$ cat src/rtl/movegen_pkg.sv
// Shared definitions for the move-generation scheduler and square units:
// state encoding, move-word layout and the invalid-move constant.
package movegen_pkg;

    localparam int SQ_W         = 6;
    localparam int SLOT_W       = 19;
    localparam int SLOTS        = 8;
    localparam int SLOT_IW      = $clog2(SLOTS);
    localparam int WORD_W       = SLOT_W * SLOTS;
    localparam int Q_W          = 160;
    localparam int FLAG_INVALID = 18;

    // Empty slot filler written by a square unit; only the invalid flag matters.
    localparam logic [SLOT_W-1:0] IMOV = 19'h40000;

    // Move word layout: flag 18:12, from 11:6, to 5:0.
    typedef struct packed {
        logic [6:0] flag;
        logic [5:0] from_sq;
        logic [5:0] to_sq;
    } move_t;

    typedef enum logic [2:0] {
        S_IDLE,
        S_CLR,
        S_WAIT,
        S_SCAN,
        S_READ,
        S_LAT,
        S_EMIT,
        S_FIN
    } state_t;

endpackage

$ cat src/rtl/movegen_scheduler_unpacker.sv
// Holds one captured FIFO word and walks its slots 7..0, skipping invalid
// moves in one cycle and holding valid ones until the consumer accepts.
module move_unpacker
    import movegen_pkg::*;
(
    input  logic              clk,
    input  logic              reset,
    input  logic              load,
    input  logic              active,
    input  logic [WORD_W-1:0] word_in,
    input  logic              mv_ready,
    output logic [SLOT_W-1:0] mv_data,
    output logic              mv_valid,
    output logic              accept,
    output logic              word_done
);

    logic [SLOTS-1:0][SLOT_W-1:0] word_q;
    logic [SLOT_IW-1:0]           idx;
    move_t                        cur;
    logic                         adv;

    assign cur       = word_q[idx];
    assign mv_data   = cur;
    assign mv_valid  = active & ~cur[FLAG_INVALID];
    assign accept    = mv_valid & mv_ready;
    // An invalid slot advances unconditionally; a valid one waits for ready.
    assign adv       = active & (cur[FLAG_INVALID] | mv_ready);
    assign word_done = adv & (idx == '0);

    always_ff @(posedge clk or posedge reset) begin
        if (reset) begin
            word_q <= '0;
            idx    <= '0;
        end else if (load) begin
            word_q <= word_in;
            idx    <= SLOT_IW'(SLOTS - 1);
        end else if (adv && idx != '0) begin
            idx <= idx - 1'b1;
        end
    end

endmodule

$ cat src/rtl/movegen_scheduler.sv
// One move-generation pass: clear the square units, wait for done, then drain
// every unit's FIFO in square order and stream the valid moves to the search.
module movegen_scheduler
    import movegen_pkg::*;
#(
    parameter int N_SQ       = 64,
    parameter int CLR_CYCLES = 2,
    parameter int TIMEOUT    = 255,
    parameter int CNT_W      = 10
) (
    input  logic              clk,
    input  logic              reset,
    input  logic              start,
    output logic              busy,
    output logic              gen_done,
    output logic [CNT_W-1:0]  move_count,
    output logic              timeout_err,
    output logic              sq_reset,
    input  logic [N_SQ-1:0]   sq_done,
    input  logic [N_SQ-1:0]   sq_empty,
    output logic [N_SQ-1:0]   sq_rden,
    output logic [SQ_W-1:0]   sq_sel,
    input  logic [Q_W-1:0]    sq_q,
    output logic [SLOT_W-1:0] mv_data,
    output logic              mv_valid,
    input  logic              mv_ready
);

    localparam int CYC_W = $clog2(TIMEOUT + 1) + 1;

    state_t            state, state_nxt;
    logic [CYC_W-1:0]  cyc, cyc_nxt;
    logic [SQ_W-1:0]   sel_nxt;
    logic              terr_nxt;
    logic              start_acc;
    logic              done_q;
    logic              accept;
    logic              word_done;
    logic              unused_hi;

    assign unused_hi = ^sq_q[Q_W-1:WORD_W];

    always_comb begin
        state_nxt = state;
        cyc_nxt   = cyc;
        sel_nxt   = sq_sel;
        terr_nxt  = timeout_err;
        start_acc = 1'b0;
        case (state)
            S_IDLE: begin
                cyc_nxt = '0;
                if (start) begin
                    state_nxt = S_CLR;
                    terr_nxt  = 1'b0;
                    start_acc = 1'b1;
                end
            end
            S_CLR: begin
                if (cyc == CYC_W'(CLR_CYCLES - 1)) begin
                    state_nxt = S_WAIT;
                    cyc_nxt   = '0;
                end else begin
                    cyc_nxt = cyc + 1'b1;
                end
            end
            S_WAIT: begin
                cyc_nxt = cyc + 1'b1;
                // Timeout wins over a done arriving on the same edge.
                if (cyc_nxt == CYC_W'(TIMEOUT)) begin
                    terr_nxt  = 1'b1;
                    state_nxt = S_SCAN;
                    sel_nxt   = '0;
                end else if (done_q) begin
                    state_nxt = S_SCAN;
                    sel_nxt   = '0;
                end
            end
            S_SCAN: begin
                if (!sq_empty[sq_sel])
                    state_nxt = S_READ;
                else if (sq_sel == SQ_W'(N_SQ - 1))
                    state_nxt = S_FIN;
                else
                    sel_nxt = sq_sel + 1'b1;
            end
            S_READ:  state_nxt = S_LAT;
            S_LAT:   state_nxt = S_EMIT;
            // Back to SCAN on the same unit: it may hold further words.
            S_EMIT:  if (word_done) state_nxt = S_SCAN;
            S_FIN:   state_nxt = S_IDLE;
            default: state_nxt = S_IDLE;
        endcase
    end

    always_ff @(posedge clk or posedge reset) begin
        if (reset) begin
            state       <= S_IDLE;
            cyc         <= '0;
            sq_sel      <= '0;
            timeout_err <= 1'b0;
            done_q      <= 1'b0;
        end else begin
            state       <= state_nxt;
            cyc         <= cyc_nxt;
            sq_sel      <= sel_nxt;
            timeout_err <= terr_nxt;
            done_q      <= &sq_done;
        end
    end

    always_ff @(posedge clk or posedge reset) begin
        if (reset)
            move_count <= '0;
        else if (start_acc)
            move_count <= '0;
        else if (accept && move_count != '1)
            move_count <= move_count + 1'b1;
    end

    // Outputs decode straight from state so an async reset drops them at once.
    assign busy     = (state != S_IDLE);
    assign gen_done = (state == S_FIN);
    assign sq_reset = (state == S_CLR);
    assign sq_rden  = (state == S_READ) ? (N_SQ'(1) << sq_sel) : '0;

    move_unpacker u_unpack (
        .clk       (clk),
        .reset     (reset),
        .load      (state == S_LAT),
        .active    (state == S_EMIT),
        .word_in   (sq_q[WORD_W-1:0]),
        .mv_ready  (mv_ready),
        .mv_data   (mv_data),
        .mv_valid  (mv_valid),
        .accept    (accept),
        .word_done (word_done)
    );

endmodule
$ cat config.mk
export PLATFORM = sky130hd
export DESIGN_NAME = movegen_scheduler
export DESIGN_NICKNAME = d
export VERILOG_FILES = /design/src/rtl/movegen_pkg.sv /design/src/rtl/movegen_scheduler_unpacker.sv /design/src/rtl/movegen_scheduler.sv
export SDC_FILE = /design/constraint.sdc
export NUM_CORES = 1
export LEC_CHECK = 0
export BUFFER_PORTS_ARGS = -buffer_cell sky130_fd_sc_hd__buf_2
export CAP_MARGIN = 20
export CORE_UTILIZATION = 35
export DETAILED_ROUTE_END_ITERATION = 12
export GPL_ROUTABILITY_DRIVEN = 0
export HOLD_SLACK_MARGIN = 0.02
export PLACE_DENSITY = 0.67
export SYNTH_ARGS = -nofsm -noshare
export SYNTH_HDL_FRONTEND = slang
export SYNTH_SLANG_ARGS = --single-unit
$ cat constraint.sdc
create_clock -name clk -period 15.7 [get_ports clk]
set_input_delay 0.785 -clock clk [delete_from_list [all_inputs] [get_ports clk]]
set_output_delay 0.785 -clock clk [all_outputs]
set_load 0.02 [all_outputs]
; ---- Word-level counts from Yosys, hierarchy flattened
; Cells that the tools add are included.
[classes]
n_reduce_logical = 15
bitwise_logic = 6
shift = 1
n_mux = 29
n_eq_ne = 19
magnitude_cmp = 2
add_sub_neg = 4
[ops]
columns = cell, count
row1 = 2-to-1 mux 64 bit, 1
row2 = AND reduction 64 bit, 1
row3 = "<< shifter 1 x 6 -> 64 bit, first input constant", 1
row4 = binary-select mux 19 bit (select 3 bit), 1
row5 = 2-to-1 mux 3 bit, 9
row6 = case mux 9 bit (3 select lines), 1
row7 = 2-to-1 mux 6 bit, 4
row8 = case mux 3 bit (8 select lines), 1
row9 = 2-to-1 mux 10 bit, 2
row10 = 2-to-1 mux 19 bit, 1
row11 = "== test 3 bit, second input constant", 4
row12 = case mux 6 bit (2 select lines), 1
row13 = "adder 10 x 1 -> 10 bit, second input constant", 1
row14 = "!= test 10 bit, second input constant", 1
row15 = "!= test 2 bit, second input constant", 5
row16 = "adder 9 x 1 -> 9 bit, second input constant", 1
row17 = "== test 9 x 1 -> 1 bit, second input constant", 1
row18 = "== test 9 x 8 -> 1 bit, second input constant", 1
row19 = 2-to-1 mux 9 bit, 1
row20 = nonzero test 3 bit, 3
row21 = nonzero test 2 bit, 4
row22 = "less-than comparator 6 x 7 -> 1 bit, second input constant", 1
row23 = "adder 6 x 1 -> 6 bit, second input constant", 1
row24 = binary-select mux 1 bit (select 6 bit), 1
row25 = other kinds (17), 28
[totals]
reg_bits = 185
elab_cells = 91
in_bits = 292
out_inout_bits = 104

; ---- Depth between registers and ports, before layout
; Gate-level depths: netlist of the first run.
[depth]
ltp_word = 8
depth_mapped = 10
mapped_depth_nobuf = 9

; ---- By module
; A second synthesis of the first run with hierarchy kept.
[unflattened]
cells_unflattened = 837
hier_area_um2 = 9924.5
[by_module_without_submodules]
columns = mod, area_per_inst_um2, seq_area_each_um2, instances, cells_each
row1 = move_unpacker, 6976.7, 3878.7, 1, 458
row2 = movegen_scheduler, 2947.8, 750.7, 1, 379

; ---- Worst setup path after synthesis of the first run
; OpenSTA, ideal clock, no wires.
[synth_path]
path_kind = register to output
from = reg u_unpack.idx[0]
to = out mv_data[0]
path_slack_ps = 12615
t_arrival_ps = 2300
path_stages_with_launch = 5
required_time_ps = 14915
path_buffers = 2
path_cell_list = dfrtp_1 buf_1 buf_1 mux4_2 mux2_2
[synth_between]
elab_chain_len = 2
[synth_lines]
columns = element, line_no
row1 = "start, declared", movegen_scheduler_unpacker.sv:19  ; logic [SLOT_IW-1:0] idx;
row2 = "start signal, assigned", movegen_scheduler_unpacker.sv:37  ; idx <= SLOT_IW'(SLOTS - 1);
row3 = "start signal, assigned", movegen_scheduler_unpacker.sv:39  ; idx <= idx - 1'b1;
row4 = binary-select mux 19 bit (select 3 bit), movegen_scheduler_unpacker.sv:23  ; assign cur = word_q[idx];
row5 = 2-to-1 mux 19 bit (not written as such), movegen_scheduler_unpacker.sv:23
row6 = "end, declared", movegen_scheduler.sv:24  ; output logic [SLOT_W-1:0] mv_data,
; No other way between the ends. The select of a mux whose other input is x is not followed.

; ---- Worst setup path after layout of the first run
[layout_path]
from = reg u_unpack.idx[0]
to = out mv_valid
[layout_between]
elab_chain_len = 4
[layout_lines]
columns = element, line_no
row1 = binary-select mux 19 bit (select 3 bit), movegen_scheduler_unpacker.sv:23
row2 = 2-to-1 mux 19 bit (not written as such), movegen_scheduler_unpacker.sv:23
row3 = NOT 1 bit, movegen_scheduler_unpacker.sv:25  ; assign mv_valid = active & ~cur[FLAG_INVALID];
row4 = AND 1 bit, movegen_scheduler_unpacker.sv:25
row5 = "end, declared", movegen_scheduler.sv:25  ; output logic mv_valid,
; No other way between the ends. The select of a mux whose other input is x is not followed.

==> metrics.txt, run 1 <==
setup repair after global routing missed its margin=no; via count of the first global-routing pass=7,778; flops & latches, synth=185; root buf cell=sky130_fd_sc_hd__clkbuf_16; clock tree from TritonCTS=built; sink count of the clock tree=185; longest individual stage delay on the worst path=670 ps; count of H-tree levels built during CTS=4; summed negative setup slack over all endpoints=0 ps; max-cap violations=0; Power Dens Cells=181 nW/µm²; die footprint=28,500 µm²; CP delay by family, top=multiplexers; final slew viol count=0; hold-fix buffers at CTS=0; critical path class=flip-flop to output port; Fin. Hold Viols=0; element type at the critical path start=flip-flop; critical path cell sequence=buf_4 > mux4_2 > mux2_2 > nor2_1 > buf_2; sort of element at the end of the critical path=output port; 1st-pass router iterations=4; worst hold-check slack=502 ps; leading register cell type out of synthesis=sky130_fd_sc_hd__dfrtp_1; WHS Path Cells=1; fmax=0.279 GHz; cell with the most instances after synthesis=sky130_fd_sc_hd__dfrtp_1; Critical Path Fanout Max=39; overall power consumption=2.29 mW; number of nets in the synthesized netlist=1,085; post-DP HPWL=20,000 µm; area of the mapped netlist=9740 µm²; min-delay worst type=flip-flop to flip-flop; area of the core=27,100 µm²; Inserted Clock Buffers=17; wire length of the first global-routing pass=42,100 µm; Gate Count Post-Synth=781; Peak VDD IR=0.0791 mV; pin count of the biggest net entering global routing=156; clock transition time at the flip-flop clock pins of the worst setup and hold paths=70 ps; number of buffers inserted by post-CTS setup repair=0; count of routing violations after the opening detailed-route iteration=296; multi-input gate area in the final layout=4850 µm²; min cycle time layout=3590 ps; die width=169 µm; port bufs=387; count of endpoints failing setup in the final report=0; fraction of final layout cells with drive strength greater than 1=56.6%; Avg WL per Cell=18.0 µm; headroom to the max-slew limit=37.6%; critical path required time=14,910 ps; Post-synth EDFFs=0; Seq/Total Area, Yosys=47.5%; slew at the pin closest to its max-slew limit=937 ps; latest clock arrival within the worst-skew pair=430 ps; Avg Inst Size Synth=12.5 µm²; maximum buffer depth of the clock tree=2; ports placed on the boundary=396; number of buffers and inverters on the critical path=2; remaining global-route overflow=0; total wire length after detailed routing=27,600 µm; cell depth of the worst flop-to-flop path=7; signed area change from the synthesized netlist to the final layout=29.4%; antenna violations before repair=5; die outline height=169 µm; post-synthesis async set-or-reset flop share=100%; final worst clock skew=13.9 ps; DRC violations left=0; flip-flop and latch area=4630 µm²; number of fillers in the final layout=2,545; ratio of routed vias to standard cells=5.07; run status=complete, no violations; Worst path slowest cell=sky130_fd_sc_hd__buf_4; static power due to leakage=5.87 nW; WP depth=5; number of nets with antenna violations after routing=0; top cell type by total area after synthesis=sky130_fd_sc_hd__dfrtp_1; vias=7,774; share of the cycle needed by the critical path after routing=22.8%; most numerous cell types in the synthesized netlist=185 x sky130_fd_sc_hd__dfrtp_1, 174 x sky130_fd_sc_hd__mux2_2, 97 x sky130_fd_sc_hd__nor2_1; Cell variety after synth=56; number of rows in the core area=60; Yosys warning count=0; starting density of the core=35.9%; quantity of gates resized following cts=0; overall fraction of global-route tracks in use=19.2%; fraction of synthesized cell area taken by the top area cell type=47.5%; arrival time reported for the critical path endpoint=2800 ps; layout net count=1,450; synth top area cells=sky130_fd_sc_hd__dfrtp_1 48%, sky130_fd_sc_hd__mux2_2 20%, sky130_fd_sc_hd__mux4_2 11%
## sequential cells by signal (all words and copies together) (netlist names)
register         count
sq_sel               6
u_unpack.idx         3
timeout_err          1
done_q               1
u_unpack.word_q    152
cyc                  9
move_count          10
state                3
## cell families after synthesis
group | after synthesis | synth area share [%]
adders and majority gates | 12 | 1.54
DFF | 185 | 47.5
xor gates and xnor gates | 13 | 1.17
and+or+nand+nor | 215 | 10.5
muxes | 235 | 32.4
AOI/OAI and AO/OA | 57 | 4.25
buffers and inverters | 64 | 2.61
## worst reg2reg max path, delay by kind of cell (launching register included)
family / cells / cell delay (ps)
AND/OR/NAND/NOR: 2 / 700
buffers and inverters: 1 / 370
multiplexers: 1 / 580
flip-flops: 1 / 790
AO/OA/AOI/OAI: 3 / 830
## where the power goes
| part | leakage [nW] | switching [mW] | internal [mW] |
|---|---|---|---|
| sequential | 2.21 | 0.146 | 0.698 |
| combinational | 3.39 | 0.471 | 0.544 |
| clock | 0.274 | 0.214 | 0.212 |
| total | 5.87 | 0.831 | 1.45 |
## final timing paths
| path | start | slack [ps] | endpoint |
|---|---|---|---|
| worst max-delay path | u_unpack.idx[0] | 12110 | mv_valid |
| worst min-delay path | u_unpack.word_q[120] | 500 | u_unpack.word_q[120] |
| worst max register to register | sq_sel[0] | 12300 | state[0] |
| worst min register to register | u_unpack.word_q[120] | 500 | u_unpack.word_q[120] |
| max in group asynchronous | reset | 13780 | u_unpack.word_q[73] |
| min in group asynchronous | reset | 510 | move_count[4] |
## cell usage in the layout, fill, tap and decap left out, types with 6 or more instances in the layout
| cell | n |
|---|---|
| sky130_fd_sc_hd__a22oi_1 | 6 |
| sky130_fd_sc_hd__and3_1 | 7 |
| sky130_fd_sc_hd__buf_2 | 387 |
| sky130_fd_sc_hd__buf_4 | 6 |
| sky130_fd_sc_hd__clkbuf_16 | 17 |
| sky130_fd_sc_hd__dfrtp_1 | 183 |
| sky130_fd_sc_hd__ha_1 | 12 |
| sky130_fd_sc_hd__inv_1 | 15 |
| sky130_fd_sc_hd__inv_8 | 6 |
| sky130_fd_sc_hd__mux2_2 | 174 |
| sky130_fd_sc_hd__mux2i_1 | 14 |
| sky130_fd_sc_hd__mux4_2 | 47 |
| sky130_fd_sc_hd__nand2_1 | 39 |
| sky130_fd_sc_hd__nand2b_1 | 7 |
| sky130_fd_sc_hd__nand3_1 | 9 |
| sky130_fd_sc_hd__nand4_1 | 20 |
| sky130_fd_sc_hd__nor2_1 | 97 |
| sky130_fd_sc_hd__nor2b_1 | 9 |
| sky130_fd_sc_hd__nor4_1 | 7 |
| sky130_fd_sc_hd__o21ai_0 | 16 |
| sky130_fd_sc_hd__xor2_1 | 8 |
## per-stage QoR
step | cells | worst slack [ps] | cell area [µm²] | util (%)
floorplan | 781 | 9890 | 9740 | -
global placement | 1499 | 12270 | 12000 | 44.4
detailed placement | 1499 | 12260 | 12000 | 44.4
CTS | 1530 | 12000 | 12600 | 46.5
global route | 1531 | 11880 | 12600 | 46.5
finish | 1532 | 12110 | 12600 | 46.5
## per-layer routing
metal | part of all wire (%) | global-route usage [%]
met5 | 0.17 | 0
met4 | 2.4 | 6.88
met3 | 7.1 | 5.45
met2 | 50 | 32.8
met1 | 41 | 23.0
## area by class of cell
| class | instances | share of cell area, % |
|---|---|---|
| Sequential cell | 185 | 36.7 |
| Tap cell | 372 | 3.69 |
| Antenna cell | 2 | 0.0397 |
| Clock buffer | 17 | 3.37 |
| Inverter | 16 | 0.536 |
| Multi-Input combinational cell | 532 | 38.5 |
| Clock inverter | 14 | 1.22 |
| Timing Repair Buffer | 394 | 15.9 |
Power figures use the tool's default switching activity.
==> run 2: changes to the inputs <==
--- a/config.mk
+++ b/config.mk
@@ -11,7 +11,7 @@
 export DETAILED_ROUTE_END_ITERATION = 12
 export GPL_ROUTABILITY_DRIVEN = 0
 export HOLD_SLACK_MARGIN = 0.02
-export PLACE_DENSITY = 0.67
+export PLACE_DENSITY = 0.69
 export SYNTH_ARGS = -nofsm -noshare
 export SYNTH_HDL_FRONTEND = slang
 export SYNTH_SLANG_ARGS = --single-unit
==> constraint.sdc (replaced) <==
create_clock -name clk -period 3.05 [get_ports clk]
set_input_delay 0.1525 -clock clk [delete_from_list [all_inputs] [get_ports clk]]
set_output_delay 0.1525 -clock clk [all_outputs]
set_load 0.02 [all_outputs]
==> metrics.txt, run 2 (synthesis gave the netlist of run 1 again) <==
run status=complete, no violations; number of rows in the core area=60 (unchanged); maximum buffer depth of the clock tree=2 (unchanged); die width=169 µm (unchanged); Avg WL per Cell=17.8 µm (-1.0%); vias=8,439 (+8.6%); min cycle time layout=2730 ps; Worst path slowest cell=sky130_fd_sc_hd__mux4_2; most common cell after layout, fill and taps aside=sky130_fd_sc_hd__buf_2; count of routing violations after the opening detailed-route iteration=383 (+29%); placed cell areas=12,200 µm² (+1.1%); layout net count=1,616 (+11%); port bufs=387 (unchanged); share of the cycle needed by the critical path after routing=89.6%; remaining global-route overflow=0 (unchanged); die outline height=169 µm (unchanged); Power Dens Cells=848 nW/µm² (+370%); 1st-pass router iterations=4 (unchanged); overall fraction of global-route tracks in use=21.3% (+2.1 points); critical path class=flip-flop to flip-flop; min-delay worst type=input port to flip-flop; Fin. Hold Viols=0 (unchanged); register ranked first by flip-flop count=u_unpack.word_q; static power due to leakage=6.61 nW (+13%); summed negative setup slack over all endpoints=0 ps (unchanged); latest clock arrival within the worst-skew pair=430 ps (about the same); fraction of final layout cells with drive strength greater than 1=50.5% (-6.1 points); area of the core=27,100 µm² (unchanged); DRC violations left=0 (unchanged); headroom to the max-slew limit=41.7% (+4.1 points); Peak VDD IR=0.483 mV (+510%); ports placed on the boundary=396 (unchanged); max-cap violations=0 (unchanged); starting density of the core=35.9% (unchanged); critical path required time=3330 ps (-11,580 ps); antenna violations before repair=1 (-4); signed area change from the synthesized netlist to the final layout=46.9%; Inserted Clock Buffers=17 (unchanged); element type at the critical path start=flip-flop; number of flip-flops under the largest register name=152 (unchanged); ratio of routed vias to standard cells=4.97 (-2.1%); setup repair after global routing missed its margin=no; post-DP HPWL=20,600 µm (+2.7%); critical path cell sequence=buf_4 > mux4_2 > mux2i_1 > o211ai_1 > nand2_1 > o21ai_2 > and2_4 > or4_1; fmax=0.366 GHz; most frequent cells in the layout=387 x sky130_fd_sc_hd__buf_2, 183 x sky130_fd_sc_hd__dfrtp_1, 174 x sky130_fd_sc_hd__mux2_2; largest registers=u_unpack.word_q: 152 flops, move_count: 10 flops, cyc: 9 flops; count of endpoints failing setup in the final report=0 (unchanged); via count of the first global-routing pass=8,847 (+14%); Critical Path Fanout Max=10 (-74%); sink count of the clock tree=185 (unchanged); number of buffers inserted by post-CTS setup repair=0 (unchanged); longest individual stage delay on the worst path=510 ps (-160 ps); sort of element at the end of the critical path=flip-flop; root buf cell=sky130_fd_sc_hd__clkbuf_16; total wire length after detailed routing=30,300 µm (+9.7%); clock tree from TritonCTS=built; count of H-tree levels built during CTS=4 (unchanged); clock transition time at the flip-flop clock pins of the worst setup and hold paths=70 ps (about the same); quantity of gates resized following cts=0 (unchanged); cell area after layout=14,300 µm² (+13%); slew at the pin closest to its max-slew limit=873 ps (-64.0 ps); die footprint=28,500 µm² (unchanged); number of nets with antenna violations after routing=0 (unchanged); overall power consumption=12.1 mW (+430%); wire length of the first global-routing pass=47,200 µm (+12%); flip-flop and latch area=4630 µm² (unchanged); final worst clock skew=20.5 ps (+6.58 ps); multi-input gate area in the final layout=4850 µm² (unchanged); final slew viol count=0 (unchanged); pin count of the biggest net entering global routing=97 (-38%); number of fillers in the final layout=2,315 (-9.0%); final core occ=52.8% (+6.3 points); arrival time reported for the critical path endpoint=3020 ps (+220 ps)
==> run 2: changes by cell type in the layout (fill, tap and decap cells not counted) <==
cell / delta
sky130_fd_sc_hd__clkinvlp_4: -2
sky130_fd_sc_hd__clkinv_8: +3
sky130_fd_sc_hd__inv_6: +2
sky130_fd_sc_hd__inv_12: +2
sky130_fd_sc_hd__buf_12: +3
sky130_fd_sc_hd__clkinv_4: -1
sky130_fd_sc_hd__clkinv_2: +1
sky130_fd_sc_hd__diode_2: -1
sky130_fd_sc_hd__inv_8: -4
sky130_fd_sc_hd__buf_4: +10
sky130_fd_sc_hd__dlygate4sd3_1: +153
==> run 2: repair_timing <==
item / 4_1_cts / 5_1_grt
hold buffers: 153 / 0
hold endpoints to repair: 184 / 0
endpoints found under the setup margin: 0 / 0
==> run 2: layout make-up <==
| type | count | share of cell area (%) |
|---|---|---|
| sequential | 185 | 32.4 |
| multi-input combinational | 532 | 33.9 |
| antenna | 1 | 0.0175 |
| tap | 372 | 3.25 |
| clock buffer | 17 | 2.97 |
| inverter | 16 | 0.446 |
| timing repair buffer | 560 | 25.6 |
| clock inverter | 15 | 1.35 |
==> run 2: worst paths after layout <==
check | startpoint | end | slack, ps | depth (start not counted)
min in group asynchronous | reset | u_unpack.word_q[29] | 460 | 3
max reg2reg | sq_sel[0] | state[0] | 320 | 8
max in group asynchronous | reset | u_unpack.word_q[68] | 1760 | 4
max | sq_sel[0] | state[0] | 320 | 8
min reg2reg | u_unpack.word_q[122] | u_unpack.word_q[122] | 510 | 1
min | start | timeout_err | 130 | 4
==> run 2: layer usage <==
layer,routed length (µm),vias to the layer above,track usage (%)
met5,0,-,0
met4,763,0,7.55
met3,1680,56,4.33
met2,15800,332,38.8
met1,12000,4130,24.6
li1,-,3921,-
==> run 2: report_power, final <==
part / switching (mW) / leakage, nW / total [mW] / internal, mW
sequential: 0.770 / 2.21 / 4.36 / 3.59
clock: 1.16 / 0.299 / 2.29 / 1.13
combinational: 2.50 / 4.10 / 5.47 / 2.98
==> run 2: metrics by stage <==
step / cells / setup slack, ps / hold WS, ps
after global placement: 1512 / 346 / 357
after CTS: 1697 / 309 / 127
final: 1698 / 317 / 133
after floorplan: 781 / 290 / 303
after global routing: 1698 / 38.7 / 139
after detailed placement: 1512 / 332 / 358
==> run 2: critical path: cells and delay by family, from the launching register on <==
family / cells / cell delay [ps]
AOI/OAI and AO/OA: 2 / 260
buffers and inverters: 1 / 250
DFF: 1 / 460
muxes: 2 / 790
and+or+nand+nor: 3 / 830
==> run 3: changes to the inputs <==
--- a/config.mk
+++ b/config.mk
@@ -7,11 +7,13 @@
 export LEC_CHECK = 0
 export BUFFER_PORTS_ARGS = -buffer_cell sky130_fd_sc_hd__buf_2
 export CAP_MARGIN = 20
-export CORE_UTILIZATION = 35
+export CORE_AREA = 2 2 152 154
 export DETAILED_ROUTE_END_ITERATION = 12
+export DIE_AREA = 0 0 154 156
 export GPL_ROUTABILITY_DRIVEN = 0
 export HOLD_SLACK_MARGIN = 0.02
-export PLACE_DENSITY = 0.69
+export MAX_ROUTING_LAYER = met4
+export PLACE_DENSITY = 0.82
 export SYNTH_ARGS = -nofsm -noshare
 export SYNTH_HDL_FRONTEND = slang
 export SYNTH_SLANG_ARGS = --single-unit
==> metrics.txt, run 3 (synthesis gave the netlist of run 1 again) <==
arrival time reported for the critical path endpoint=3090 ps (+70 ps); min cycle time layout=2790 ps (+59.2 ps); static power due to leakage=6.60 nW (about the same); final slew viol count=0 (unchanged); vias=8,752 (+3.7%); antenna violations before repair=2 (+1); number of buffers and inverters on the critical path=1 (unchanged); Critical path origin=sq_sel[0]; post-DP HPWL=20,800 µm (+1.1%); setup repair after global routing missed its margin=no; Met3 Routed Length=1990 µm (+18%); maximum buffer depth of the clock tree=2 (unchanged); die width=154 µm (-8.8%); critical path cell sequence=buf_4 > mux4_2 > mux2i_1 > o211ai_1 > nand2_1 > o21ai_2 > and2_4 > or4_1; Inserted Clock Buffers=17 (unchanged); hold-fix buffers at CTS=153 (unchanged); Peak VDD IR=0.539 mV (+12%); fraction of final layout cells with drive strength greater than 1=50.5% (unchanged); multi-input gate area in the final layout=4850 µm² (unchanged); min-delay worst type=input port to flip-flop; count of H-tree levels built during CTS=4 (unchanged); timing endpoint of the critical path=state[0]; most common cell after layout, fill and taps aside=sky130_fd_sc_hd__buf_2; register ranked first by flip-flop count=u_unpack.word_q; layout net count=1,616 (unchanged); quantity of gates resized following cts=0 (unchanged); WP depth=8 (unchanged); largest registers=u_unpack.word_q: 152 flops, move_count: 10 flops, cyc: 9 flops; Met1 Wirelength=12,700 µm (+5.7%); fmax=0.358 GHz (-2.1%); pin count of the biggest net entering global routing=104 (+7.2%); flip-flop and latch area=4630 µm² (unchanged); headroom to the max-slew limit=55.9% (+14 points); clock tree from TritonCTS=built; number of buffers inserted by post-CTS setup repair=0 (unchanged); count of endpoints failing setup in the final report=0 (unchanged); Crit Reg-Reg Endpoint=state[0]; Avg WL per Cell=20.6 µm (+16%); overall fraction of global-route tracks in use=28.1% (+6.8 points); via count of the first global-routing pass=9,133 (+3.2%); launch point of the worst reg-to-reg path=sq_sel[0]; number of rows in the core area=55 (-8.3%); DRC violations left=0 (unchanged); final non-filler cell total=1,612 (-5.1%); clock transition time at the flip-flop clock pins of the worst setup and hold paths=70 ps (about the same); element type at the critical path start=flip-flop; critical path class=flip-flop to flip-flop; 1st-pass router iterations=5 (+1); most frequent cells in the layout=387 x sky130_fd_sc_hd__buf_2, 183 x sky130_fd_sc_hd__dfrtp_1, 174 x sky130_fd_sc_hd__mux2_2; slew at the pin closest to its max-slew limit=659 ps (-214 ps); count of routing violations after the opening detailed-route iteration=746 (+95%); share of the cycle needed by the critical path after routing=91.5% (+1.9 points); cell depth of the worst flop-to-flop path=8 (unchanged); sum of met2 wire segment lengths after detailed routing=17,600 µm (+11%); root buf cell=sky130_fd_sc_hd__clkbuf_16; Top Metal Used=met4; summed negative setup slack over all endpoints=0 ps (unchanged); overall power consumption=12.5 mW (+2.8%); signed area change from the synthesized netlist to the final layout=45.8%; die footprint=24,000 µm² (-16%); Power Dens Cells=877 nW/µm² (+3.5%); port bufs=387 (unchanged); ports placed on the boundary=396 (unchanged); number of nets with antenna violations after routing=0 (unchanged); sink count of the clock tree=185 (unchanged); number of flip-flops under the largest register name=152 (unchanged); area of the core=22,400 µm² (-17%); total instance count after detailed placement=1,425 (-5.8%); max-cap violations=0 (unchanged); sort of element at the end of the critical path=flip-flop; final core occ=63.5% (+11 points); Worst path slowest cell=sky130_fd_sc_hd__dfrtp_1; R2R setup slack=260 ps (-60 ps); final worst clock skew=17.5 ps (-2.96 ps); Critical Path Fanout Max=8 (-2); number of fillers in the final layout=1,612 (-30%); wire length of the first global-routing pass=50,500 µm (+7.1%); remaining global-route overflow=0 (unchanged); run status=complete, no violations; CP delay by family, top=simple AND/OR/NAND/NOR gates; total wire length after detailed routing=33,300 µm (+9.9%); starting density of the core=43.5% (+7.6 points); die outline height=156 µm (-7.6%); ratio of routed vias to standard cells=5.43 (+9.2%); longest individual stage delay on the worst path=550 ps (+40 ps); critical path required time=3350 ps (+20 ps); Fin. Hold Viols=0 (unchanged); latest clock arrival within the worst-skew pair=440 ps (about the same)
[run 3: power by group]
| part | total, mW | internal, mW | leakage, nW | switching, mW |
|---|---|---|---|---|
| clock network | 2.32 | 1.13 | 0.295 | 1.19 |
| logic | 5.66 | 3.00 | 4.10 | 2.66 |
| registers | 4.48 | 3.60 | 2.21 | 0.880 |
[run 3: cell type report]
type	instances	share of cell area (%)
Multi-Input combinational cell	532	34.2
Inverter	16	0.449
Clock buffer	17	3.00
Timing Repair Buffer	560	25.8
Tap cell	285	2.51
Clock inverter	15	1.37
Sequential cell	185	32.6
Antenna cell	2	0.0352
[run 3: through the flow]
stage,setup WS [ps],hold slack [ps],cell area (µm²)
CTS,269,132,14200
floorplan,290,303,9740
detailed placement,287,154,12000
finish,258,139,14200
global route,87.2,148,14200
global placement,306,152,12000
[run 3: metal layers]
metal,GRT usage [%],vias up
met2,50.3,455
met3,4.42,84
li1,-,3912
met5,-,-
met4,10.1,0
met1,32.1,4301
[run 3: how the worst min path moves through the flow]
| stage | startpoint | slack (ps) | to | depth (start not counted) |
|---|---|---|---|---|
| detailed placement | reset | 150 | move_count[2] | 2 |
| global route | sq_done[17] | 150 | done_q | 4 |
| global placement | reset | 150 | move_count[2] | 2 |
| floorplan | sq_q[113] | 300 | u_unpack.word_q[113] | 1 |
| finish | start | 140 | timeout_err | 4 |
| CTS | sq_done[6] | 130 | done_q | 4 |
[run 3: worst reg2reg max path, delay by kind of cell, from the launching register on]
kind	cells	cell delay (ps)
buffers and inverters	1	230
multiplexers	2	780
AO/OA/AOI/OAI	2	270
AND/OR/NAND/NOR	3	850
flip-flops	1	550
